===== src/rtl/logic16_arbiter.sv =====
// ---------------------------------------------------------------------------
// logic16_arbiter
//
// Purpose: lets N_REQ requesters share one 16-bit bitwise logic unit. The unit
// is built only from the _and16 / _not16 gate arrays. A round-robin arbiter
// picks one pending request and latches its opcode and operands. The shared
// gates evaluate them, and the registered result is held until the consumer
// acknowledges it.
//
// Opcodes ({op[2i], op[2i+1]}): 00 AND, 01 NOT a, 10 NAND, 11 PASS a.
//
// Ports (all outputs registered):
//   in_clk     clock, rising edge
//   in_rst     asynchronous active-high reset
//   in_req     [0:N_REQ-1]    request, bit i = requester i
//   in_op      [0:2*N_REQ-1]  opcode of requester i at [2i:2i+1]
//   in_a/in_b  [0:16*N_REQ-1] operands of requester i at [16i:16i+15]
//   in_ack     consumer accepts out_y (only looked at in DONE)
//   out_gnt    [0:N_REQ-1]    one-cycle one-hot grant pulse
//   out_y      [0:15]         result
//   out_id     [0:1]          requester owning out_y
//   out_valid  out_y / out_id valid
//
// Build option: define LOGIC16_ARB_FIXED_PRIO_EN to use fixed priority, where
// the lowest asserted index always wins. The default build is round robin.
// ---------------------------------------------------------------------------

module _and16 (
  input  logic [15:0] a,
  input  logic [15:0] b,
  output logic [15:0] y
);
  assign y = a & b;
endmodule

module _not16 (
  input  logic [15:0] a,
  output logic [15:0] y
);
  assign y = ~a;
endmodule

module logic16_arbiter #(
  parameter int N_REQ = 4,
  parameter int W     = 16
) (
  input  logic                 in_clk,
  input  logic                 in_rst,
  input  logic [0:N_REQ-1]     in_req,
  input  logic [0:2*N_REQ-1]   in_op,
  input  logic [0:W*N_REQ-1]   in_a,
  input  logic [0:W*N_REQ-1]   in_b,
  input  logic                 in_ack,
  output logic [0:N_REQ-1]     out_gnt,
  output logic [0:W-1]         out_y,
  output logic [0:1]           out_id,
  output logic                 out_valid
);

  typedef enum logic [1:0] {IDLE, EXEC, DONE} state_t;

  state_t         state;
  logic [W-1:0]   a_r;
  logic [W-1:0]   b_r;
  logic [1:0]     op_r;

  // ---------------- shared gate datapath on the latched operands ----------
  logic [15:0] and_ab, nand_ab, not_a, pass_a, y_sel;

  _and16 u_and_ab  (.a(a_r),    .b(b_r),      .y(and_ab));
  _not16 u_nand_ab (.a(and_ab),               .y(nand_ab));
  _not16 u_not_a   (.a(a_r),                  .y(not_a));
  _and16 u_pass_a  (.a(a_r),    .b(16'hFFFF), .y(pass_a));

  // NOTE: every signal written in always_comb gets a default first, so no
  // path through the block can leave it unassigned and infer a latch.
  always_comb begin
    y_sel = pass_a;
    case (op_r)
      2'b00:   y_sel = and_ab;
      2'b01:   y_sel = not_a;
      2'b10:   y_sel = nand_ab;
      default: y_sel = pass_a;
    endcase
  end

  // ---------------- winner selection ---------------------------------------
  // The search runs backwards over the priority order. The last hit is the
  // highest-priority requester, so no early exit is needed.
  logic       found;
  logic [1:0] win;

`ifdef LOGIC16_ARB_FIXED_PRIO_EN
  always_comb begin
    found = 1'b0;
    win   = '0;
    for (int i = N_REQ - 1; i >= 0; i--) begin
      if (in_req[i]) begin
        found = 1'b1;
        win   = 2'(i);
      end
    end
  end
`else
  logic [1:0] ptr;
  logic [1:0] cand;

  always_comb begin
    found = 1'b0;
    win   = '0;
    cand  = '0;
    for (int k = N_REQ; k >= 1; k--) begin
      cand = 2'((int'(ptr) + k) % N_REQ);
      if (in_req[cand]) begin
        found = 1'b1;
        win   = cand;
      end
    end
  end
`endif

  // ---------------- control FSM with registered outputs ---------------------
  // NOTE: sequential state uses non-blocking assignments only, so every
  // register samples pre-edge values regardless of statement order.
  always_ff @(posedge in_clk or posedge in_rst) begin
    if (in_rst) begin
      state     <= IDLE;
      out_gnt   <= '0;
      out_y     <= '0;
      out_id    <= '0;
      out_valid <= 1'b0;
      // NOTE: the operand registers are plain flops, not a memory. Resetting
      // them keeps the datapath free of X before the first grant.
      a_r       <= '0;
      b_r       <= '0;
      op_r      <= '0;
`ifndef LOGIC16_ARB_FIXED_PRIO_EN
      ptr       <= 2'(N_REQ - 1);
`endif
    end else begin
      case (state)
        IDLE: begin
          out_gnt <= '0;
          if (found) begin
            state        <= EXEC;
            out_gnt[win] <= 1'b1;
            out_id       <= win;
            op_r         <= in_op[2*int'(win) +: 2];
            a_r          <= in_a[W*int'(win) +: W];
            b_r          <= in_b[W*int'(win) +: W];
          end
        end
        EXEC: begin
          state     <= DONE;
          out_y     <= y_sel;
          out_valid <= 1'b1;
          out_gnt   <= '0;
        end
        DONE: begin
          if (in_ack) begin
            state     <= IDLE;
            out_valid <= 1'b0;
`ifndef LOGIC16_ARB_FIXED_PRIO_EN
            ptr       <= out_id;
`endif
          end
        end
        default: state <= IDLE;
      endcase
    end
  end

endmodule


===== config.mk =====
export PLATFORM = sky130hd
export DESIGN_NAME = logic16_arbiter
export DESIGN_NICKNAME = d
export VERILOG_FILES = /design/src/rtl/logic16_arbiter.sv
export SDC_FILE = /design/constraint.sdc
export NUM_CORES = 1
export LEC_CHECK = 0
export BUFFER_PORTS_ARGS = -buffer_cell sky130_fd_sc_hd__buf_2
export CELL_PAD_IN_SITES_DETAIL_PLACEMENT = 0
export CELL_PAD_IN_SITES_GLOBAL_PLACEMENT = 1
export CORE_ASPECT_RATIO = 2
export CORE_MARGIN = 3
export CORE_UTILIZATION = 37
export DETAILED_ROUTE_END_ITERATION = 8
export PLACE_DENSITY_LB_ADDON = 0.25
export SYNTH_ARGS = -nofsm -noshare
export SYNTH_HDL_FRONTEND = slang
export SYNTH_SLANG_ARGS = --single-unit

===== constraint.sdc =====
create_clock -name in_clk -period 4.6 [get_ports in_clk]
set_clock_uncertainty 0.15 [all_clocks]
set_input_delay 0.69 -clock in_clk [delete_from_list [all_inputs] [get_ports in_clk]]
set_output_delay 0.69 -clock in_clk [all_outputs]
set_load 0.02 [all_outputs]

# == Word level (Yosys, flattened, before mapping) ==
# Cells that the tools add are included.
# totals
out_inout_bits,23
inputBits,143
register_bits,61
# op_classes
shift,3
n_lt_le_gt_ge,6
eq_ne,6
add_sub_neg,4
muxes,30
reduce_logical,9
n_bitwise,10
# ops
op,n
64-bit by 32-bit indexed part select with 65-bit output,2
16-bit case mux with 3 select lines,1
16-bit NOT,2
3-bit NOT with 32-bit output,1
6-bit NOT with 32-bit output,1
8-bit by 32-bit indexed part select with 9-bit output,1
16-bit bitwise AND,1
"3-bit >= comparator, second input constant",5
2-bit NOT with 3-bit output,5
1-bit 2-to-1 mux,14
2-bit 2-to-1 mux,6
1-bit binary-select mux with 2-bit select,4
4-bit case mux with 2 select lines,1
2-bit AND reduction,4
2-bit case mux with 3 select lines,1
"2-bit by 1-bit adder with 2-bit output, second input constant",2
"2-bit adder, second input constant",2
"2-bit by 1-bit equality test with 1-bit output, second input constant",2
"2-bit equality test, second input constant",2
2-bit logical NOT,2
4-bit 2-to-1 mux,1
"2-bit != test, second input constant",2
2-bit nonzero test,2
"3-bit by 1-bit less-than comparator with 1-bit output, second input constant",1
3 further kinds,3

# == Longest topological paths before layout ==
# Gate-level depths: netlist of the first run.
# logic_depth
word_depth,16
ltp_mapped,7
mapped_depth_nobuf,5

# == Modules after synthesis ==
# A second synthesis of the first run with hierarchy kept.
# unflattened
hier_cells,362
area_unflattened_um2,3957.5
# by_module_without_submodules
module,seq_area_each_um2,area_per_inst_um2,instances,cells_per_inst
logic16_arbiter,1529.0,3637.2,1,298
_and16,0.0,100.1,2,16
_not16,0.0,60.1,2,16

# == Worst setup path after synthesis of the first run ==
# OpenSTA, ideal clock, no wires.
# synth_path
path_kind,in2reg
startpoint,in in_req[3] in the netlist's numbering
endpoint,reg a_r[0]
path_stages,6
setup_ns,0.142
path_slack_ns,2.473
arrival_time_ns,1.834
required_ns,4.308
cell_sequence,or2_1 a221oi_2 buf_6 buf_8 mux2i_1 o221ai_1
# synth_between
elab_chain_len,9
# synth_rtl
item,line_no,source
"start, declared",49,"input logic [0:N_REQ-1] in_req,"
1-bit binary-select mux with 2-bit select,114,if (in_req[cand]) begin
1-bit 2-to-1 mux (implied by the code) (2 in series),114,
2-bit 2-to-1 mux (4 in series),114,
6-bit NOT with 32-bit output (implied by the code),149,a_r <= in_a[W*int'(win) +: W];
64-bit by 32-bit indexed part select with 65-bit output,149,
"end signal, assigned",149,
"end, declared",63,logic [W-1:0] a_r;
# Parallel ways exist; a longest one is shown, timed or not. The select of a mux whose other input is x is not followed.
# A chain may end at the register's enable or synchronous reset.

# == Worst setup path in the final report of the first run ==
# layout_path
startpoint,reg ptr[0]
endpoint,reg a_r[6]
# layout_between
elab_chain_len,11
# layout_rtl
item,line_no,source
"start, declared",105,logic [1:0] ptr;
"start signal, assigned",138,ptr <= 2'(N_REQ - 1);
"start signal, assigned",164,ptr <= out_id;
2-bit by 1-bit adder with 2-bit output,113,cand = 2'((int'(ptr) + k) % N_REQ);
2-bit NOT with 3-bit output (implied by the code),114,
1-bit binary-select mux with 2-bit select,114,
1-bit 2-to-1 mux (implied by the code) (2 in series),114,
2-bit 2-to-1 mux (4 in series),114,
6-bit NOT with 32-bit output (implied by the code),149,
64-bit by 32-bit indexed part select with 65-bit output,149,
# Parallel ways exist; a longest one is shown, timed or not. The select of a mux whose other input is x is not followed.

==> results.yml, run 1 <==
synthesis:
  synth_top_cell_area_share: 0.4173
  synth_edf_count: 0
  synth-async-reset-ratio: 1.000
  syn_area_sq_mm: 0.003538
  synth_seq_cells: 61
  ys_types: 25
  synth_area_per_cell_sq_um: 10.23
  synth.most_common_cell: "mux2i_1"
  yosysSeqAreaShare: 0.4321
  synth_area_leader_cell: "dfrtp_1"
  syn_nets: 489
  synthFlopType: "dfrtp_1"
  synthTopCellsByArea: "dfrtp_1 42%, mux2i_1 19%, o221ai_1 8.7%"
  synth_commonest_cells: "68 x mux2i_1, 59 x dfrtp_1, 58 x nand2_1"
  syn_inst: 346
  ys.warnings.count: 0
global_routing:
  antenna_found_initial: 0
  grt_max_degree: 69
  overflow: 0
  grt_pass1_wl_um: 15570
  grt_usage: 0.1915
  grt_pass1_vias: 3180
power:
  p_leak_nw: 2.324
  power_density_mw_per_mm2: 679.6
  ir_drop_mv: 0.2422
timing:
  slew_headroom: 0.3315
  report.final.slew_viol_count: 0
  worst_pin_slew_ns: 1.003
  hold_viol_final: 0
  setup_tns_ns: 0
  finalCritPeriodShare: 0.5369
  rsz0062_at_grt: "no"
  setup-violations-final: 0
  fmax_ghz: 0.4049
  period_minus_slack_ns: 2.470
routing:
  drt_wl_total_um: 9899
  dr_total_vias: 3102
  antenna_left: 0
  dr.pass1.iters: 4
  detail_route.wl_per_cell_um: 16.31
  vias_per_cell: 5.110
  drt-initial-drc-count: 160
  drc: 0
final_layout:
  fin_nets: 643
  antenna_cells: 0
  syn2layout_area_growth_pct: 30.06
  drive_gt1_frac: 0.3762
  post-route-util: 0.5038
clock_tree:
  cts_resized: 0
  tritoncts: "yes"
  clkSinkCount: 61
  cts_setup_buffers: 0
  clkLatencyLatePin_ns: 0.32
  htree_levels: 3
  cts_hold_buf: 0
  clkTransAtPathRegs_ns: 0.05
  clockBufferDepth: 2
  cts-root-buf: "clkbuf_16"
  cts-buffers-inserted: 9
floorplanning:
  die_height_um: 144.3
  initial_core_util: 0.3873
  num_rows: 49
  io-pin-count: 166
  die-area_sq_mm: 0.01084
  core_area_sq_mm: 0.009135
  fp.dieW_um: 75.15
setup_path:
  reg2reg_from: "ptr[0]"
  path_cells: "nand2b_1 -> o21ai_0 -> a221oi_4 -> buf_12 -> mux2i_1 -> o221ai_1"
  worst_ep_arrival_time_ns: 2.49
  worstPathRequired_ns: 4.62
  worstSetupEndpointType: "flip-flop"
  rrSetupSlack_ns: 2.13
  cp_slowest_stage_delay_ns: 0.54
  reg2reg_to: "a_r[6]"
  startpoint_type: "flip-flop"
  slowest_stage: "dfstp_2"
  cp_max_fo: 68
  critPathKind: "flip-flop to flip-flop"
  r2r_cells: 6
min_path:
  worstHoldStart: "out_y[15]"
  min_to: "out_y[15]"
  hold_path_depth: 2
  hold_class: "flip-flop to flip-flop"
run:
  drv_cap: 0
place:
  finalWeightedCongestion: 0.7933
  dp_hpwl_um: 7546
  io_buffers: 165
outcome:
  status: "complete, no violations"
==> routing by layer <==
metal  GRT usage  wire length [um]  vias to the layer above
met1      0.2188              3514                     1416
met2      0.3385              5664                      105
met3     0.04315               479                       16
met5           0                 0                        -
li1            -                 -                     1565
met4     0.07097               240                        0
==> flip-flops by register name (all words and copies together) (netlist names) <==
name,cells
b_r,16
out_gnt,4
ptr,2
op_r,2
state,2
out_valid,1
a_r,16
out_id,2
out_y,16
==> cells in the final DEF (no fill, tap or decap) <==
cell	synthesis	layout
nand2b_1	4	4
xnor2_1	16	16
buf_12	6	1
dfrtp_1	59	59
mux2_2	2	2
a21oi_1	2	2
clkinv_2	0	1
mux2i_1	68	68
buf_4	0	4
clkbuf_16	0	9
clkbuf_8	0	2
inv_2	0	1
nand2_1	58	58
nand3b_1	1	1
o221ai_1	35	35
a211o_1	1	1
a221o_2	1	1
inv_1	5	4
clkbuf_1	14	4
nand3_1	16	16
dfstp_2	2	2
nor2_1	4	4
or2b_1	1	1
or2_1	2	2
o21ai_0	40	40
or2_2	1	1
buf_2	5	165
a221oi_4	0	1
==> power breakdown <==
group	total (mW)	switching, mW	internal, mW
combinational	1.47	0.833	0.642
sequential	1.04	0.223	0.818
clock	0.612	0.219	0.393
total	3.13	1.27	1.85
==> logic make-up after synthesis <==
| family | Yosys count | share of synthesized area |
|---|---|---|
| DFF | 61 | 0.4321 |
| AOI/OAI and AO/OA | 80 | 0.1559 |
| buffers and inverters | 32 | 0.06860 |
| and+or+nand+nor | 87 | 0.1050 |
| xor gates and xnor gates | 16 | 0.03960 |
| muxes | 70 | 0.1987 |
==> how the worst max path moves through the flow <==
stage                     startpoint      to  slack, ns
after floorplan               in_rst  a_r[0]       2.25
after global placement     in_req[3]  a_r[6]       1.90
after detailed placement   in_req[3]  a_r[6]       1.84
after CTS                     ptr[0]  a_r[6]       2.11
after global routing          ptr[0]  a_r[4]       2.01
final                         ptr[0]  a_r[6]       2.13
==> stage by stage <==
step	setup WS, ns	total power, mW	cells	hold slack, ns	instance area (sq um)
detailed placement	1.839	2.554	591	0.3192	4329
finish	2.130	3.127	607	0.3234	4602
floorplan	2.250	2.223	346	0.3055	3538
CTS	2.112	3.180	607	0.3306	4602
global route	2.007	3.404	607	0.3389	4602
global placement	1.896	2.516	591	0.3135	4329
==> layout make-up <==
type	instances	area, sq um
fillers	895	4533
inverters	5	18.77
clock inverters	1	5.005
flip-flops and latches	61	1529
repair buffers	170	875.8
clock buffers	15	267.8
multi-input cells	253	1778
well taps	102	127.6
==> worst max-delay path: cells and delay by family (launching register included) <==
kind                   cells  cell delay (ns)
and+or+nand+nor            1             0.12
DFF                        1             0.54
AOI/OAI and AO/OA          3             0.74
buffers and inverters      1             0.41
muxes                      1             0.29
Power figures use the tool's default switching activity.
==> run 2, diff against run 1 <==
CORE_UTILIZATION = 34   (was 37)
clock period = 2.6 ns   (was 4.6 ns; I/O delays follow)
==> results.yml, run 2 (synthesis gave the netlist of run 1 again) <==
outcome:
  status: "complete, but fails checks"
  violations: "negative hold slack"
timing:
  finalCritPeriodShare: 0.9009
  report.final.slew_viol_count: 0
  rsz0062_at_grt: "no"
  setup_tns_ns: 0
  setup-violations-final: 0
  period_minus_slack_ns: 2.342
  hold_viol_final: 26
  slew_headroom: 0.4465
  worst_pin_slew_ns: 0.8302
  fmax_ghz: 0.4269
  whs_ns: -0.02039
routing:
  drt-initial-drc-count: 113
  dr.pass1.iters: 4
  drc: 0
  drt_wl_total_um: 10260
  detail_route.wl_per_cell_um: 15.78
  antenna_left: 0
  dr_total_vias: 3231
  vias_per_cell: 4.971
setup_path:
  worstPathRequired_ns: 2.63
  slowest_stage: "dfstp_2"
  reg2reg_from: "ptr[0]"
  worstSetupEndpointType: "flip-flop"
  r2r_cells: 7
  startpoint_type: "flip-flop"
  critPathKind: "flip-flop to flip-flop"
  reg2reg_to: "b_r[5]"
  rrSetupSlack_ns: 0.26
  cp_max_fo: 44
  path_cells: "nand2b_1 -> o21ai_0 -> a221oi_4 -> buf_12 -> buf_4 -> mux2i_1 -> o221ai_1"
  worst_ep_arrival_time_ns: 2.37
  cp_slowest_stage_delay_ns: 0.53
final_layout:
  layout_commonest_cell: "buf_2"
  syn2layout_area_growth_pct: 34.94
  instances_no_fill: 650
  drive_gt1_frac: 0.3903
  layout_common_cells: "165 x buf_2, 68 x mux2i_1, 59 x dfrtp_1, 58 x nand2_1, 40 x o21ai_0"
  design_area_sq_mm: 0.004775
  biggestRegsByFlops: "a_r x16, b_r x16, out_y x16"
  antenna_cells: 0
  fin_nets: 653
power:
  power_density_mw_per_mm2: 1203
  ir_drop_mv: 0.4765
  p_leak_nw: 2.397
min_path:
  hold_class: "input port to async pin"
clock_tree:
  cts-root-buf: "clkbuf_16"
  cts_hold_buf: 0
  clockBufferDepth: 2
  cts_resized: 0
  cts-buffers-inserted: 9
  htree_levels: 3
  tritoncts: "yes"
  clkLatencyLatePin_ns: 0.32
  clkTransAtPathRegs_ns: 0.05
  cts_setup_buffers: 0
  clkSinkCount: 61
floorplanning:
  io-pin-count: 166
  initial_core_util: 0.3486
  fp.dieW_um: 78.14
  die_height_um: 150.3
  num_rows: 52
  core_area_sq_mm: 0.01015
  die-area_sq_mm: 0.01174
global_routing:
  grt_max_degree: 45
  grt_pass1_vias: 3330
  grt_usage: 0.1783
  overflow: 0
  antenna_found_initial: 0
  grt_pass1_wl_um: 15950
place:
  post-place-cells: 634
  finalWeightedCongestion: 0.7548
  dp_hpwl_um: 8183
  post_dp_cell_area_sq_mm: 0.004483
  io_buffers: 165
run:
  drv_cap: 0
[run 2: cell types whose count changed in the layout (fill, tap and decap cells not counted)]
cell      change
buf_4         +7
buf_12        +3
clkbuf_8      +2
clkbuf_1      -1
clkinv_2      -1
[run 2: cell type report]
type                       count  area, sq um
clock buffer                  16        291.5
fill                        1001         5375
inverter                       5        18.77
multi-input combinational    253         1778
sequential                    61         1529
tap                          135        168.9
timing repair buffer         180        988.4
[run 2: through the flow]
stage	total power [mW]	hold slack, ns	worst slack [ns]	utilization
after floorplan	3.933	0.3055	0.5503	-
after global placement	4.624	0.3117	0.3245	0.4417
after detailed placement	4.681	0.3173	0.2521	0.4417
after CTS	5.840	0.001511	0.2307	0.4704
after global routing	6.189	0.01890	0.1418	0.4704
final	5.743	-0.02039	0.2576	0.4704
[run 2: per-layer routing]
layer,track usage,wire [um],vias up
li1,-,-,1599
met1,0.1852,3729,1491
met2,0.3308,5690,112
met3,0.02754,441,29
met4,0.1068,396,0
met5,0,0,-
[run 2: worst max-delay path: cells and delay by family, from the launching register on]
kind / cells / cell delay [ns]
muxes: 1 / 0.21
DFF: 1 / 0.53
AOI/OAI and AO/OA: 3 / 0.63
buffers and inverters: 2 / 0.54
and+or+nand+nor: 1 / 0.12
[run 2: where the power goes]
part | switching, mW | internal (mW)
Clock | 0.385 | 0.749
Sequential | 0.380 | 1.45
Combinational | 1.52 | 1.26
[run 2: how the worst max path moves through the flow]
stage	start	endpoint	slack [ns]
2_1_floorplan	in_rst	a_r[0]	0.55
5_1_grt	ptr[0]	b_r[5]	0.14
3_3_place_gp	in_req[3]	b_r[7]	0.32
3_5_place_dp	ptr[0]	b_r[5]	0.25
4_1_cts	ptr[0]	b_r[5]	0.23
6_report	ptr[0]	b_r[5]	0.26
